### config.mk
export PLATFORM = sky130hd
export DESIGN_NAME = vga_rect_fill
export DESIGN_NICKNAME = d
export VERILOG_FILES = /design/src/rtl/vga_pkg.sv /design/src/rtl/rect_clip.sv /design/src/rtl/vga_rect_fill.sv
export SDC_FILE = /design/constraint.sdc
export NUM_CORES = 1
export LEC_CHECK = 0
export ABC_AREA = 1
export CAP_MARGIN = 20
export CORE_UTILIZATION = 53
export CTS_BUF_LIST = sky130_fd_sc_hd__clkbuf_4 sky130_fd_sc_hd__clkbuf_8
export DETAILED_ROUTE_END_ITERATION = 16
export PLACE_DENSITY = 0.76
export SYNTH_ARGS = -nofsm -noshare
export SYNTH_HDL_FRONTEND = slang
export SYNTH_SLANG_ARGS = --single-unit
### constraint.sdc
create_clock -name pclk -period 11.25 [get_ports pclk]
set_clock_uncertainty 0.15 [all_clocks]
set_input_delay 1.6875 -clock pclk [delete_from_list [all_inputs] [get_ports pclk]]
set_output_delay 1.6875 -clock pclk [all_outputs]
set_load 0.05 [all_outputs]
### src/rtl/vga_pkg.sv
// Shared definitions for the vga framebuffer blocks: default geometry,
// coordinate width, the fill-engine state encoding and the command record.
package vga_pkg;
  localparam int COORD_W       = 16;
  localparam int FB_WIDTH_DEF  = 160;
  localparam int FB_HEIGHT_DEF = 120;

  typedef enum logic [1:0] {IDLE, CLIP, FILL, DONE} fill_state_e;

  typedef struct packed {
    logic [COORD_W-1:0] x;
    logic [COORD_W-1:0] y;
    logic [COORD_W-1:0] w;
    logic [COORD_W-1:0] h;
    logic [7:0]         color;
  } rect_cmd_t;
endpackage

### src/rtl/rect_clip.sv
// Combinational clip of a latched rectangle against the framebuffer bounds;
// yields exclusive end coordinates, an empty flag and the first row's address.
module rect_clip
  import vga_pkg::*;
#(
  parameter int          FB_WIDTH  = FB_WIDTH_DEF,
  parameter int          FB_HEIGHT = FB_HEIGHT_DEF,
  parameter logic [31:0] BASE_ADDR = 32'h0000_0000
) (
  input  logic [COORD_W-1:0] x,
  input  logic [COORD_W-1:0] y,
  input  logic [COORD_W-1:0] w,
  input  logic [COORD_W-1:0] h,
  output logic [COORD_W-1:0] x_end,
  output logic [COORD_W-1:0] y_end,
  output logic               empty,
  output logic [31:0]        row_base
);
  localparam logic [COORD_W:0] W_EXT = (COORD_W+1)'(FB_WIDTH);
  localparam logic [COORD_W:0] H_EXT = (COORD_W+1)'(FB_HEIGHT);

  logic [COORD_W:0] x_sum;
  logic [COORD_W:0] y_sum;

  always_comb begin
    // one extra bit so origin+size never wraps before the clamp
    x_sum    = {1'b0, x} + {1'b0, w};
    y_sum    = {1'b0, y} + {1'b0, h};
    x_end    = (x_sum > W_EXT) ? W_EXT[COORD_W-1:0] : x_sum[COORD_W-1:0];
    y_end    = (y_sum > H_EXT) ? H_EXT[COORD_W-1:0] : y_sum[COORD_W-1:0];
    empty    = (w == '0) || (h == '0) || ({1'b0, x} >= W_EXT) || ({1'b0, y} >= H_EXT);
    row_base = BASE_ADDR + 32'(y) * 32'(FB_WIDTH);
  end
endmodule

### src/rtl/vga_rect_fill.sv
// Rectangle fill engine: latches one command, clips it, then streams one byte
// write per unstalled cycle in raster order into the framebuffer CPU port.
module vga_rect_fill
  import vga_pkg::*;
#(
  parameter int          FB_WIDTH  = FB_WIDTH_DEF,
  parameter int          FB_HEIGHT = FB_HEIGHT_DEF,
  parameter logic [31:0] BASE_ADDR = 32'h0000_0000
) (
  input  logic        pclk,
  input  logic        reset,
  input  logic        cmd_valid,
  output logic        cmd_ready,
  input  logic [15:0] cmd_x,
  input  logic [15:0] cmd_y,
  input  logic [15:0] cmd_w,
  input  logic [15:0] cmd_h,
  input  logic [7:0]  cmd_color,
  input  logic        wr_stall,
  output logic        cpu_wr,
  output logic [31:0] cpu_addr,
  output logic [7:0]  cpu_data,
  output logic        busy,
  output logic        done
);
  fill_state_e        state_q, state_d;
  rect_cmd_t          cmd_q, cmd_d;
  logic [COORD_W-1:0] x_q, x_d, y_q, y_d;
  logic [COORD_W-1:0] x_end_q, x_end_d, y_end_q, y_end_d;
  logic [31:0]        row_base_q, row_base_d;
  logic               cpu_wr_q, cpu_wr_d;
  logic [31:0]        cpu_addr_q, cpu_addr_d;
  logic [7:0]         cpu_data_q, cpu_data_d;
  logic               cmd_ready_q, cmd_ready_d;
  logic               busy_q, busy_d;
  logic               done_q, done_d;

  logic [COORD_W-1:0] clip_x_end, clip_y_end;
  logic               clip_empty;
  logic [31:0]        clip_row_base;

  rect_clip #(
    .FB_WIDTH (FB_WIDTH),
    .FB_HEIGHT(FB_HEIGHT),
    .BASE_ADDR(BASE_ADDR)
  ) u_clip (
    .x       (cmd_q.x),
    .y       (cmd_q.y),
    .w       (cmd_q.w),
    .h       (cmd_q.h),
    .x_end   (clip_x_end),
    .y_end   (clip_y_end),
    .empty   (clip_empty),
    .row_base(clip_row_base)
  );

  always_comb begin
    state_d    = state_q;
    cmd_d      = cmd_q;
    x_d        = x_q;
    y_d        = y_q;
    x_end_d    = x_end_q;
    y_end_d    = y_end_q;
    row_base_d = row_base_q;
    cpu_wr_d   = 1'b0;
    cpu_addr_d = cpu_addr_q;
    cpu_data_d = cpu_data_q;
    done_d     = 1'b0;
    case (state_q)
      IDLE: begin
        if (cmd_valid && cmd_ready_q) begin
          cmd_d   = '{x: cmd_x, y: cmd_y, w: cmd_w, h: cmd_h, color: cmd_color};
          state_d = CLIP;
        end
      end
      CLIP: begin
        x_end_d    = clip_x_end;
        y_end_d    = clip_y_end;
        row_base_d = clip_row_base;
        x_d        = cmd_q.x;
        y_d        = cmd_q.y;
        state_d    = clip_empty ? DONE : FILL;
      end
      FILL: begin
        // address/data always track the pending pixel, even while stalled
        cpu_addr_d = row_base_q + 32'(x_q);
        cpu_data_d = cmd_q.color;
        if (!wr_stall) begin
          cpu_wr_d = 1'b1;
          if (x_q + COORD_W'(1) == x_end_q) begin
            if (y_q + COORD_W'(1) == y_end_q) begin
              state_d = DONE;
            end else begin
              x_d        = cmd_q.x;
              y_d        = y_q + COORD_W'(1);
              row_base_d = row_base_q + 32'(FB_WIDTH);
            end
          end else begin
            x_d = x_q + COORD_W'(1);
          end
        end
      end
      DONE: begin
        done_d  = 1'b1;
        state_d = IDLE;
      end
      default: state_d = IDLE;
    endcase
    // ready stays low through the done pulse so accepts never overlap it
    cmd_ready_d = (state_q == IDLE) && (state_d == IDLE);
    busy_d      = (state_d != IDLE);
  end

  always_ff @(posedge pclk or posedge reset) begin
    if (reset) begin
      state_q     <= IDLE;
      cmd_q       <= '0;
      x_q         <= '0;
      y_q         <= '0;
      x_end_q     <= '0;
      y_end_q     <= '0;
      row_base_q  <= '0;
      cpu_wr_q    <= 1'b0;
      cpu_addr_q  <= '0;
      cpu_data_q  <= '0;
      cmd_ready_q <= 1'b1;
      busy_q      <= 1'b0;
      done_q      <= 1'b0;
    end else begin
      state_q     <= state_d;
      cmd_q       <= cmd_d;
      x_q         <= x_d;
      y_q         <= y_d;
      x_end_q     <= x_end_d;
      y_end_q     <= y_end_d;
      row_base_q  <= row_base_d;
      cpu_wr_q    <= cpu_wr_d;
      cpu_addr_q  <= cpu_addr_d;
      cpu_data_q  <= cpu_data_d;
      cmd_ready_q <= cmd_ready_d;
      busy_q      <= busy_d;
      done_q      <= done_d;
    end
  end

  assign cmd_ready = cmd_ready_q;
  assign cpu_wr    = cpu_wr_q;
  assign cpu_addr  = cpu_addr_q;
  assign cpu_data  = cpu_data_q;
  assign busy      = busy_q;
  assign done      = done_q;
endmodule

Word level (Yosys, flattened, before mapping)
Index checks and enable logic that the tools add are counted.
{"block": "classes", "add_sub_neg": 6, "mul": 1, "div_mod_pow": 0, "magnitude_cmp": 4, "n_eq_ne": 9, "shifts": 0, "muxes": 23, "n_bitwise": 0, "n_reduce_logical": 14}
{"cell": "16-bit two-way mux", "n": 8}
{"cell": "32-bit two-way mux", "n": 3}
{"cell": "16-bit case mux with 2 select lines", "n": 2}
{"cell": "32-bit case mux with 2 select lines", "n": 1}
{"cell": "16-bit by 16-bit adder with 17-bit output", "n": 2}
{"cell": "16-bit by 1-bit adder with 16-bit output (second input constant)", "n": 2}
{"cell": "32-bit by 16-bit adder with 32-bit output", "n": 1}
{"cell": "32-bit by 8-bit adder with 32-bit output (second input constant)", "n": 1}
{"cell": "16-bit equality test", "n": 2}
{"cell": "16-bit zero test", "n": 2}
{"cell": "16-bit by 3-bit multiplier with 19-bit output (second input constant)", "n": 1}
{"cell": "17-bit by 7-bit greater-than comparator with 1-bit output (second input constant)", "n": 1}
{"cell": "17-bit by 8-bit greater-than comparator with 1-bit output (second input constant)", "n": 1}
{"cell": "16-bit by 7-bit greater-or-equal comparator with 1-bit output (second input constant)", "n": 1}
{"cell": "16-bit by 8-bit greater-or-equal comparator with 1-bit output (second input constant)", "n": 1}
{"cell": "2-bit two-way mux", "n": 4}
{"cell": "2-bit case mux with 4 select lines", "n": 1}
{"cell": "2-bit != test (second input constant)", "n": 3}
{"cell": "2-bit equality test (second input constant)", "n": 2}
{"cell": "2-bit zero test", "n": 2}
{"cell": "1-bit two-way mux", "n": 4}
{"cell": "4-bit AND reduction", "n": 1}
{"cell": "2-bit nonzero test", "n": 2}
{"cell": "1-bit logical OR", "n": 3}
{"cell": "5 further kinds", "n": 6}
{"block": "totals", "ff_bits": 214, "latchBits": 0, "mem_bits_rw": 0, "rom_bits": 0, "in_bits": 76, "output_inout_bits": 44, "wordCells": 74, "mem_count": 0}

Depth between registers and ports, before layout
Gate-level depths: netlist (run 1).
{"block": "depth", "ltp_word": 8, "mapped_depth": 19, "ltp_nobuf": 18}

Hierarchy
Synthesis (run 1) repeated with hierarchy kept, for this count alone.
{"block": "unflattened", "cells_unflattened": 2010, "area_unflattened_um2": 15356.0}
{"mod": "vga_rect_fill", "instances": 1, "cells_per_inst": 1418, "area_per_inst_um2": 11979.0, "seq_area_each_um2": 5356.4}
{"mod": "rect_clip", "instances": 1, "cells_per_inst": 592, "area_per_inst_um2": 3377.0, "seq_area_each_um2": 0.0}

Worst setup path after synthesis (run 1)
Ideal clock, no wire load.
{"block": "synth_timing", "kind": "in2reg", "start": "input cmd_valid", "end": "register cmd_q[59] (netlist bit)", "setup_time_ns": 0.125, "arrival_ns": 2.945, "required_time_ns": 10.975, "path_slack_ns": 8.030, "stages": 6, "path_cell_list": "nand2_1 -> inv_1 -> nand2_1 -> buf_1 -> buf_1 -> mux2_2"}
{"block": "synth_via", "elab_chain_cells": 2}
{"item": "start: declaration", "line": "vga_rect_fill.sv:12", "rtl": "input logic cmd_valid,"}
{"item": "1-bit logical AND", "line": "vga_rect_fill.sv:71", "rtl": "if (cmd_valid && cmd_ready_q) begin"}
{"item": "2-bit AND reduction (no source line)"}
{"item": "end signal: assignment", "line": "vga_rect_fill.sv:131", "rtl": "cmd_q <= cmd_d;"}
{"item": "end: declaration", "line": "vga_rect_fill.sv:27", "rtl": "rect_cmd_t cmd_q, cmd_d;"}
No other way between the ends.
A chain may end at the register's enable or synchronous reset.

Worst setup path after layout (run 1)
{"block": "layout_timing", "start": "register state_q[1]", "end": "register row_base_q[7]"}
{"block": "layout_via", "elab_chain_cells": 3, "word_cells_on_any_way": 8, "cone_classes": "eq/ne: 5; mux: 1; reduce/logical: 2"}
{"item": "start: declaration", "line": "vga_rect_fill.sv:26", "rtl": "fill_state_e state_q, state_d;"}
{"item": "start signal: assignment", "line": "vga_rect_fill.sv:130", "rtl": "state_q <= state_d;"}
{"item": "2-bit equality test / 2-bit by 1-bit equality test with 1-bit output (equally long branches)", "line": "vga_rect_fill.sv:69", "rtl": "case (state_q)"}
{"item": "2-bit != test (no source line) / 2-bit nonzero test (equally long branches)"}
{"item": "4-bit AND reduction (no source line)"}
{"item": "end signal: assignment", "line": "vga_rect_fill.sv:136", "rtl": "row_base_q <= row_base_d;"}
{"item": "end: declaration", "line": "vga_rect_fill.sv:30", "rtl": "logic [31:0] row_base_q, row_base_d;"}
Several ways; a longest one is shown, not always the timed one.

==> results of run 1 <==
## flip-flops by register name, summed over array words and instances (netlist names)
register,flops
row_base_q,27
y_q,16
done,1
busy,1
x_q,16
state_q,2
cpu_addr,32
cpu_data,8
y_end_q,16
cpu_wr,1
cmd_ready,1
cmd_q,72
x_end_q,16
## path summary, 6_finish.rpt
| kind | depth (start not counted) | endpoint | from | slack (ps) |
|---|---|---|---|---|
| setup / recovery | 7 | row_base_q[7]$_DFFE_PP0P_ | state_q[1]$_DFF_PP0_ | 7230 |
| hold / removal | 2 | cpu_data[6]$_DFFE_PP0P_ | cmd_q[6]$_DFFE_PP0P_ | 320 |
| setup reg to reg | 7 | row_base_q[7]$_DFFE_PP0P_ | state_q[1]$_DFF_PP0_ | 7230 |
| hold reg to reg | 2 | cpu_data[6]$_DFFE_PP0P_ | cmd_q[6]$_DFFE_PP0P_ | 320 |
| max in group asynchronous | 4 | cmd_q[8]$_DFFE_PP0P_ | reset | 7820 |
| min in group asynchronous | 2 | cmd_q[63]$_DFFE_PP0P_ | reset | 1340 |
## stage by stage
stage	setup slack (ps)	area [µm²]	hold slack, ps	cells	power [µW]
after floorplan	3700	14100	291	1880	3760
after global placement	6950	15500	297	2292	4470
after detailed placement	6880	15500	306	2292	4550
after CTS	7240	16300	321	2355	5310
after global routing	6850	16300	343	2357	5800
final	7230	16300	319	2357	5300
## placed cells by master (no fill, tap or decap), types with 44 or more instances in the layout
master / synthesis / final
a21oi_1: 83 / 83
clkbuf_8: 0 / 44
clkdlybuf4s50_1: 0 / 119
dfrtp_1: 208 / 208
ha_1: 79 / 78
inv_1: 182 / 181
mux2_2: 66 / 66
nand2_1: 536 / 535
nand3_1: 140 / 140
nor2_1: 180 / 180
o21ai_0: 92 / 92
## cell type report
cell class,instances,area (µm²),area share (%)
tap,335,419,2.57
sequential,209,5230,32.1
timing repair buffer,125,1260,7.74
clock inverter,6,57.6,0.353
multi-input combinational,1441,7930,48.7
inverter,184,698,4.28
clock buffer,57,703,4.31
## cell usage after synthesis, types with 11 or more instances
library cell / instances / share of area [%]
nor4_1: 15 / 0.67
dfrtp_1: 208 / 37
clkbuf_1: 25 / 0.67
inv_1: 182 / 4.9
xnor2_1: 17 / 1.1
nor2_1: 180 / 4.8
o21ai_0: 92 / 3.3
a21oi_1: 83 / 3.0
mux2_2: 66 / 5.3
nand4_1: 34 / 1.5
o21ai_1: 30 / 1.1
nand2_1: 536 / 14
nor3_1: 28 / 1.0
nand3_1: 140 / 5.0
nand3b_1: 11 / 0.59
ha_1: 79 / 7.0
xor2_1: 34 / 2.1
o21ai_2: 12 / 0.75
## kinds of logic (layout without fill, tap and decap cells)
family	count (synthesis)	in the layout	share of synthesized area [%]
AND/OR/NAND/NOR	982	982	29.9
AO/OA/AOI/OAI	257	257	10.2
buffers and inverters	230	372	6.55
flip-flops	209	209	37.2
adder cells (fa/ha/maj)	82	82	7.45
multiplexers	68	68	5.43
XOR/XNOR	52	52	3.29
## critical path: cells and delay by family, from the launching register on
family,cells,cell delay [ps]
AOI/OAI and AO/OA,2,1280
DFF,1,430
buffers and inverters,3,920
and+or+nand+nor,1,930
adders and majority gates,1,160
## report_power, final
part | switching (µW) | leakage [µW] | internal [µW]
combinational | 1990 | 0.00486 | 1170
sequential | 366 | 0.00261 | 1040
clock | 315 | 0.000406 | 419
total | 2670 | 0.00788 | 2630
## layer usage
layer | global-route usage, % | wire length (µm) | up-vias
met5 | 0 | 0 | -
met4 | 7.76 | 762 | 0
met3 | 3.69 | 1840 | 74
met2 | 43.9 | 16500 | 356
met1 | 38.0 | 16800 | 5946
li1 | - | - | 6451
==> impl_metrics.toml, run 1 <==
[outcome]
outcome = "finished, final reports clean"

[layout]
area_growth_pct = 15.9
nFillCells = 2421
drive_above_1_share_pct = 9.30
diodes = 0
final_core_util_pct = 62.6
fin_nets = 2157

[worst_setup_path]
required_ps = 11520
critPathArrivalTime_ps = 4300
worstPathMaxFanout = 85
end_kind = "register"
crit_chain = "inv_1 -> ha_1 -> buf_4 -> inv_1 -> o21bai_2 -> nand3_4 -> o21ai_0"
crit_type = "register to register"
slowest_stage = "nand3_4"
critPathMaxStageDelay_ps = 930
crit_path_frequent_cell = "inv_1"
startpoint_type = "register"

[routing]
drt_iter0_markers = 825
wirelength_mm = 35.9
viasPerCell = 5.44
first_pass_iters = 5
final_antenna_net_count = 0
vias = 12800
drc = 0
avgRoutedWirePerCell_um = 15.2

[timing]
fin_crit_sh_pct = 35.8
final.setup.tns_ps = 0
slew_headroom_pct = 32.8
fin_crit_ps = 4020
slew_viol_final = 0
finalHoldViolCount = 0
rsz0062_at_grt = "false"
fmax_mhz = 249
setup_viol = 0
tightestPinTransition_ps = 1010

[yosys]
ys_seq_area_share_pct = 37.2
ys.flop_type = "dfrtp_1"
synth-async-reset-ratio_pct = 100
synth_seq_cells = 209
synth_cell_type_count = 50
synth_edf_count = 0
syn_area_mm2 = 0.0141
syn_nets = 2038
synth_cells = 1880
yosys_warnings = 0
syn_avg_cell_area_um2 = 7.48

[global_route]
track_usage_pct = 27.2
antenna_found_initial = 0
grt_overflow = 0
grt_max_degree = 141
grt_pass1_vias = 12100
grt_pass1_wl_mm = 59.2

[clock_tree]
postCtsHoldBufs = 0
worstSkewPairLatency_ps = 550
clock-sinks = 209
numCtsBuffers = 38
cts_buffer_depth = 3
path_clk_slew_ps = 60
cts_setup_buffers = 0
cts_tree = "done"
ctsRootBufferMaster = "clkbuf_8"
post_cts_resized = 0
htreeDepth = 2

[place]
dp_hpwl_mm = 26.2
gp_congestion = 0.932
port_buffers = 119

[power_and_ir_drop]
leakagePower_uw = 0.00788
power_density_mw_per_mm2 = 325
vdd_drop_max_mv = 0.178

[hold_path]
hp-class = "register to register"

[floorplan]
pin_count = 120
core_mm2 = 0.0261
dieHeight_um = 165
initial_core_util_pct = 54.0
dieArea_mm2 = 0.0272
die_w_um = 165
std_cell_rows = 59

[flow_run]
drv_cap = 0
No activity file was read; power rests on OpenSTA's default activity.
==> run 2, diff against run 1 <==
==> constraint.sdc (replaced) <==
create_clock -name pclk -period 3.84 [get_ports pclk]
set_clock_uncertainty 0.15 [all_clocks]
set_input_delay 0.576 -clock pclk [delete_from_list [all_inputs] [get_ports pclk]]
set_output_delay 0.576 -clock pclk [all_outputs]
set_load 0.05 [all_outputs]
==> run 2 against run 1 <==
  * Die area is the same
  * Core utilization is 0.77 points higher
  * Sequential power grew to 2.9 times the previous value
  * Cell area grew 1.2%
  * Critical path depth rose by 9
  * First-iteration DRC count is 14% higher
  * Sequential share of layout area fell by 0.39 points
  * Clock-buffer cell count rose by 1
  * Power grew to 3.0 times the previous value
  * Clock power rose to 3.2 times the previous value
==> impl_metrics.toml, run 2 (synthesis gave the netlist of run 1 again) <==
[hold_path]
hp-class = "register to register"
worstHoldStart = "cpu_data[0]$_DFFE_PP0P_"

[floorplan]
dieHeight_um = 165
initial_core_util_pct = 54.0
core_mm2 = 0.0261
die_w_um = 165
pin_count = 120
dieArea_mm2 = 0.0272
std_cell_rows = 59

[worst_setup_path]
required_ps = 4150
slowest_stage = "dfrtp_1"
critPathMaxStageDelay_ps = 440
cp-startpoint = "y_q[0]$_DFFE_PP0P_"
crit_chain = "ha_1 -> nand2_1 -> nor2_2 -> nand2_2 -> o21ai_1 -> nand2_1 -> nand2_1 -> nand2_1 -> nor2_1 -> nand3_1 -> nor2_2 -> nand2_2 -> nand3_4 -> buf_12 -> nand2_1 -> o21ai_2"
cp_num_buf_inv = 1
cp_top_family = "simple AND/OR/NAND/NOR gates"
crit_path_frequent_cell = "nand2_1"
reg2reg_from = "y_q[0]$_DFFE_PP0P_"
critPathArrivalTime_ps = 3510
r2r_slack_ps = 640
worstPathMaxFanout = 37
startpoint_type = "register"
end_kind = "register"
crit_type = "register to register"

[place]
dp.cells = 2304
dp_hpwl_mm = 27.2
gp_congestion = 0.938
port_buffers = 119

[layout]
area_growth_pct = 17.3
layout_common_cells = "535 x nand2_1, 208 x dfrtp_1, 181 x inv_1, 180 x nor2_1, 140 x nand3_1"
largest_register = "cmd_q"
drive_above_1_share_pct = 10.1
fin_nets = 2168
diodes = 0
largest_reg_flops = 72
final_common_cell = "nand2_1"
instances_no_fill = 2373

[global_route]
grt_max_degree = 79
antenna_found_initial = 0
grt_overflow = 0
grt_pass1_wl_mm = 59.9
grt_pass1_vias = 12500
track_usage_pct = 27.5

[clock_tree]
worstSkewPairLatency_ps = 550
path_clk_slew_ps = 60
post_cts_resized = 0
htreeDepth = 2
numCtsBuffers = 39
cts_tree = "done"
ctsRootBufferMaster = "clkbuf_8"
cts_setup_buffers = 0
cts_buffer_depth = 3
postCtsHoldBufs = 0
clock-sinks = 209

[routing]
avgRoutedWirePerCell_um = 15.3
first_pass_iters = 5
final_antenna_net_count = 0
drc = 0
wirelength_mm = 36.4
viasPerCell = 5.49
vias = 13000
drt_iter0_markers = 939

[power_and_ir_drop]
p_clk_share_pct = 14.8
power_density_mw_per_mm2 = 960
swShare_pct = 49.9
p_int_uw = 7930
leakagePower_uw = 0.00797
seq_power_share_pct = 26.0
total_power_uw = 15900
p_sw_uw = 7920
vdd_drop_max_mv = 0.662
comb_power_share_pct = 59.1

[timing]
fin_crit_sh_pct = 83.3
holdWs_ps = 317
rsz0062_at_grt = "false"
tightestPinTransition_ps = 986
fmax_mhz = 312
slew_viol_final = 0
finalHoldViolCount = 0
final.setup.tns_ps = 0
fin_crit_ps = 3200
setup_viol = 0
slew_headroom_pct = 32.6

[flow_run]
drv_cap = 0

[outcome]
outcome = "finished, final reports clean"
## run 2: tightest hold or removal path: stages, from the launching register on
cell     delay [ps]
dfrtp_1         340
nand2_1          50
nand2_1          40
## run 2: through the flow
step | util (%) | setup WS (ps) | area [µm²]
floorplan | - | 401 | 14100
CTS | 63.3 | 653 | 16500
finish | 63.3 | 640 | 16500
detailed placement | 60.0 | 694 | 15600
global placement | 60.0 | 846 | 15600
global route | 63.3 | 396 | 16500
## run 2: worst paths after layout
path                       cells past startpoint                    endpoint
min                                            2     cpu_data[0]$_DFFE_PP0P_
max reg2reg                                   16  row_base_q[14]$_DFFE_PP0P_
max                                           16  row_base_q[14]$_DFFE_PP0P_
min in group asynchronous                      2     cpu_addr[9]$_DFFE_PP0P_
min reg2reg                                    2     cpu_data[0]$_DFFE_PP0P_
max in group asynchronous                      3         cmd_ready$_DFF_PP1_
## run 2: layer usage
| metal | wire (µm) | GRT usage (%) | up-vias |
|---|---|---|---|
| met2 | 16800 | 46.0 | 434 |
| met1 | 16700 | 36.9 | 6041 |
| met4 | 853 | 8.42 | 0 |
| met5 | 0 | 0 | - |
| met3 | 2030 | 3.77 | 80 |
| li1 | - | - | 6476 |
## run 2: power groups by stage
| stage | registers [µW] | logic, µW | clock network [µW] |
|---|---|---|---|
| after floorplan | 4310 | 6710 | 0 |
| after global placement | 4100 | 9120 | 0 |
| after detailed placement | 4130 | 9280 | 0 |
| after CTS | 4110 | 9350 | 2410 |
| after global routing | 4240 | 10500 | 2520 |
| final | 4130 | 9370 | 2350 |
## run 2: final cells by class
| type | count | area [µm²] |
|---|---|---|
| sequential | 209 | 5230 |
| tap | 335 | 419 |
| fill | 2331 | 9550 |
| clock buffer | 58 | 754 |
| timing repair buffer | 135 | 1360 |
| multi-input combinational | 1441 | 7930 |
| clock inverter | 11 | 111 |
| inverter | 184 | 694 |
==> run 3, diff against run 2 <==
==> constraint.sdc (replaced) <==
create_clock -name pclk -period 3.3 [get_ports pclk]
set_clock_uncertainty 0.15 [all_clocks]
set_input_delay 0.495 -clock pclk [delete_from_list [all_inputs] [get_ports pclk]]
set_output_delay 0.495 -clock pclk [all_outputs]
set_load 0.05 [all_outputs]
==> run 3 against run 2 <==
  * Clock-buffer cell count up 2
  * Highest routed layer unchanged
  * Worst hold slack got worse by 31 ps
  * Fmax increased by 9.1%
  * Flip-flop and latch count unchanged
  * Routed wire length rose by 0.15%
  * Cell area is essentially flat
  * Largest power group unchanged
  * Core utilization about the same
  * Sequential share of layout area hardly changed
==> impl_metrics.toml, run 3 (synthesis gave the netlist of run 1 again) <==
[worst_setup_path]
crit_path_frequent_cell = "nand2_1"
worstPathMaxFanout = 32
critPathArrivalTime_ps = 3250
slowest_stage = "dfrtp_1"
end_kind = "register"
cp_num_buf_inv = 2
required_ps = 3620
startpoint_type = "register"
cp_top_family = "simple AND/OR/NAND/NOR gates"
crit_chain = "ha_1 -> nand3_1 -> nor2_1 -> xor2_1 -> inv_1 -> nand2_1 -> nand2_1 -> nor2_1 -> nand3_1 -> nor2_2 -> nand2_2 -> nand3_4 -> buf_4 -> nand2_1 -> o21ai_1"
crit_type = "register to register"
critPathMaxStageDelay_ps = 440

[floorplan]
std_cell_rows = 59
initial_core_util_pct = 54.0
dieHeight_um = 165
die_w_um = 165
dieArea_mm2 = 0.0272
pin_count = 120
core_mm2 = 0.0261

[layout]
layout_common_cells = "535 x nand2_1, 208 x dfrtp_1, 181 x inv_1, 180 x nor2_1, 140 x nand3_1"
diodes = 0
area_growth_pct = 17.4
drive_above_1_share_pct = 10.1
fin_nets = 2171
largest_reg_flops = 72
final_common_cell = "nand2_1"
final_core_util_pct = 63.4
largest_register = "cmd_q"
nFillCells = 2309

[clock_tree]
numCtsBuffers = 38
cts_buffer_depth = 3
htreeDepth = 2
ctsRootBufferMaster = "clkbuf_8"
worstSkewPairLatency_ps = 550
cts_tree = "done"
path_clk_slew_ps = 60
clock-sinks = 209

[global_route]
grt_max_degree = 72
track_usage_pct = 27.5
grt_overflow = 0
antenna_found_initial = 1
grt_pass1_vias = 12200
grt_pass1_wl_mm = 59.5

[routing]
drc = 0
drt_iter0_markers = 846
vias = 13000
avgRoutedWirePerCell_um = 15.4
viasPerCell = 5.48
first_pass_iters = 5
final_antenna_net_count = 0
wirelength_mm = 36.4

[timing]
slew_viol_final = 0
rsz0062_at_grt = "false"
slew_headroom_pct = 44.6
fin_crit_ps = 2930
tightestPinTransition_ps = 830
holdWs_ps = 287
fin_ws_ps = 366
setup_viol = 0
finalHoldViolCount = 0
fmax_mhz = 341
fin_crit_sh_pct = 88.9

[place]
port_buffers = 119
preCtsSetupSlack_ps = 388
dp_hpwl_mm = 27.5
gp_congestion = 0.949

[outcome]
outcome = "finished, final reports clean"

[power_and_ir_drop]
power_density_mw_per_mm2 = 1110
total_power_uw = 18400
vdd_drop_max_mv = 0.799
leakagePower_uw = 0.00797

[flow_run]
drv_cap = 0

[hold_path]
hp-class = "input port to async pin"
==> run 3: cell types whose count changed in the layout (fill, tap and decap cells not counted), sizes merged <==
cell	before	now
clkinv	8	3
buf	16	20
clkbuf	58	60
bufinv	2	1
clkinvlp	2	1
inv	183	184
==> run 3: layout make-up <==
class	instances	area [µm²]	area share [%]
clock inverters	5	57.6	0.349
repair buffers	139	1420	8.58
flip-flops and latches	209	5230	31.7
well taps	335	419	2.54
clock buffers	60	757	4.59
inverters	184	694	4.21
multi-input cells	1441	7930	48.1
==> run 3: per-stage QoR <==
step                instances  TNS [ps]  instance area, µm²
floorplan                1880    -12150               14100
global route             2373         0               16500
global placement         2308         0               15700
CTS                      2373         0               16500
finish                   2373         0               16500
detailed placement       2308         0               15700
==> run 3: path summary, 6_finish.rpt <==
kind                       slack, ps  depth (start not counted)                       end                     from
setup / recovery                 370                         15        y_q[8]$_DFFE_PP0P_       y_q[0]$_DFFE_PP0P_
hold / removal                   290                          2  cpu_addr[10]$_DFFE_PP0P_                    reset
setup reg to reg                 370                         15        y_q[8]$_DFFE_PP0P_       y_q[0]$_DFFE_PP0P_
hold reg to reg                  320                          2   cpu_data[3]$_DFFE_PP0P_  cpu_data[3]$_DFFE_PP0P_
max in group asynchronous       2010                          3       y_q[14]$_DFFE_PP0P_                    reset
min in group pclk                320                          2   cpu_data[3]$_DFFE_PP0P_  cpu_data[3]$_DFFE_PP0P_
==> run 3: what timing repair did <==
item / 4_1_cts / 5_1_grt
gates resized for setup: 0 / 1
hold buffers: 0 / 0
endpoints found under the setup margin: 0 / 1
buffers inserted: 0 / 0
==> run 3: power by group <==
group / total, µW / leakage [µW] / switching [µW] / internal (µW)
Clock: 2600 / 0.000434 / 1070 / 1530
Combinational: 11000 / 0.00493 / 6890 / 4070
Sequential: 4800 / 0.00261 / 1240 / 3560
==> run 3: routing by layer <==
layer	routed length, µm	global-route usage [%]
met5	0	0
met4	1140	9.76
met3	1910	4.22
met2	16800	45.1
met1	16600	36.6
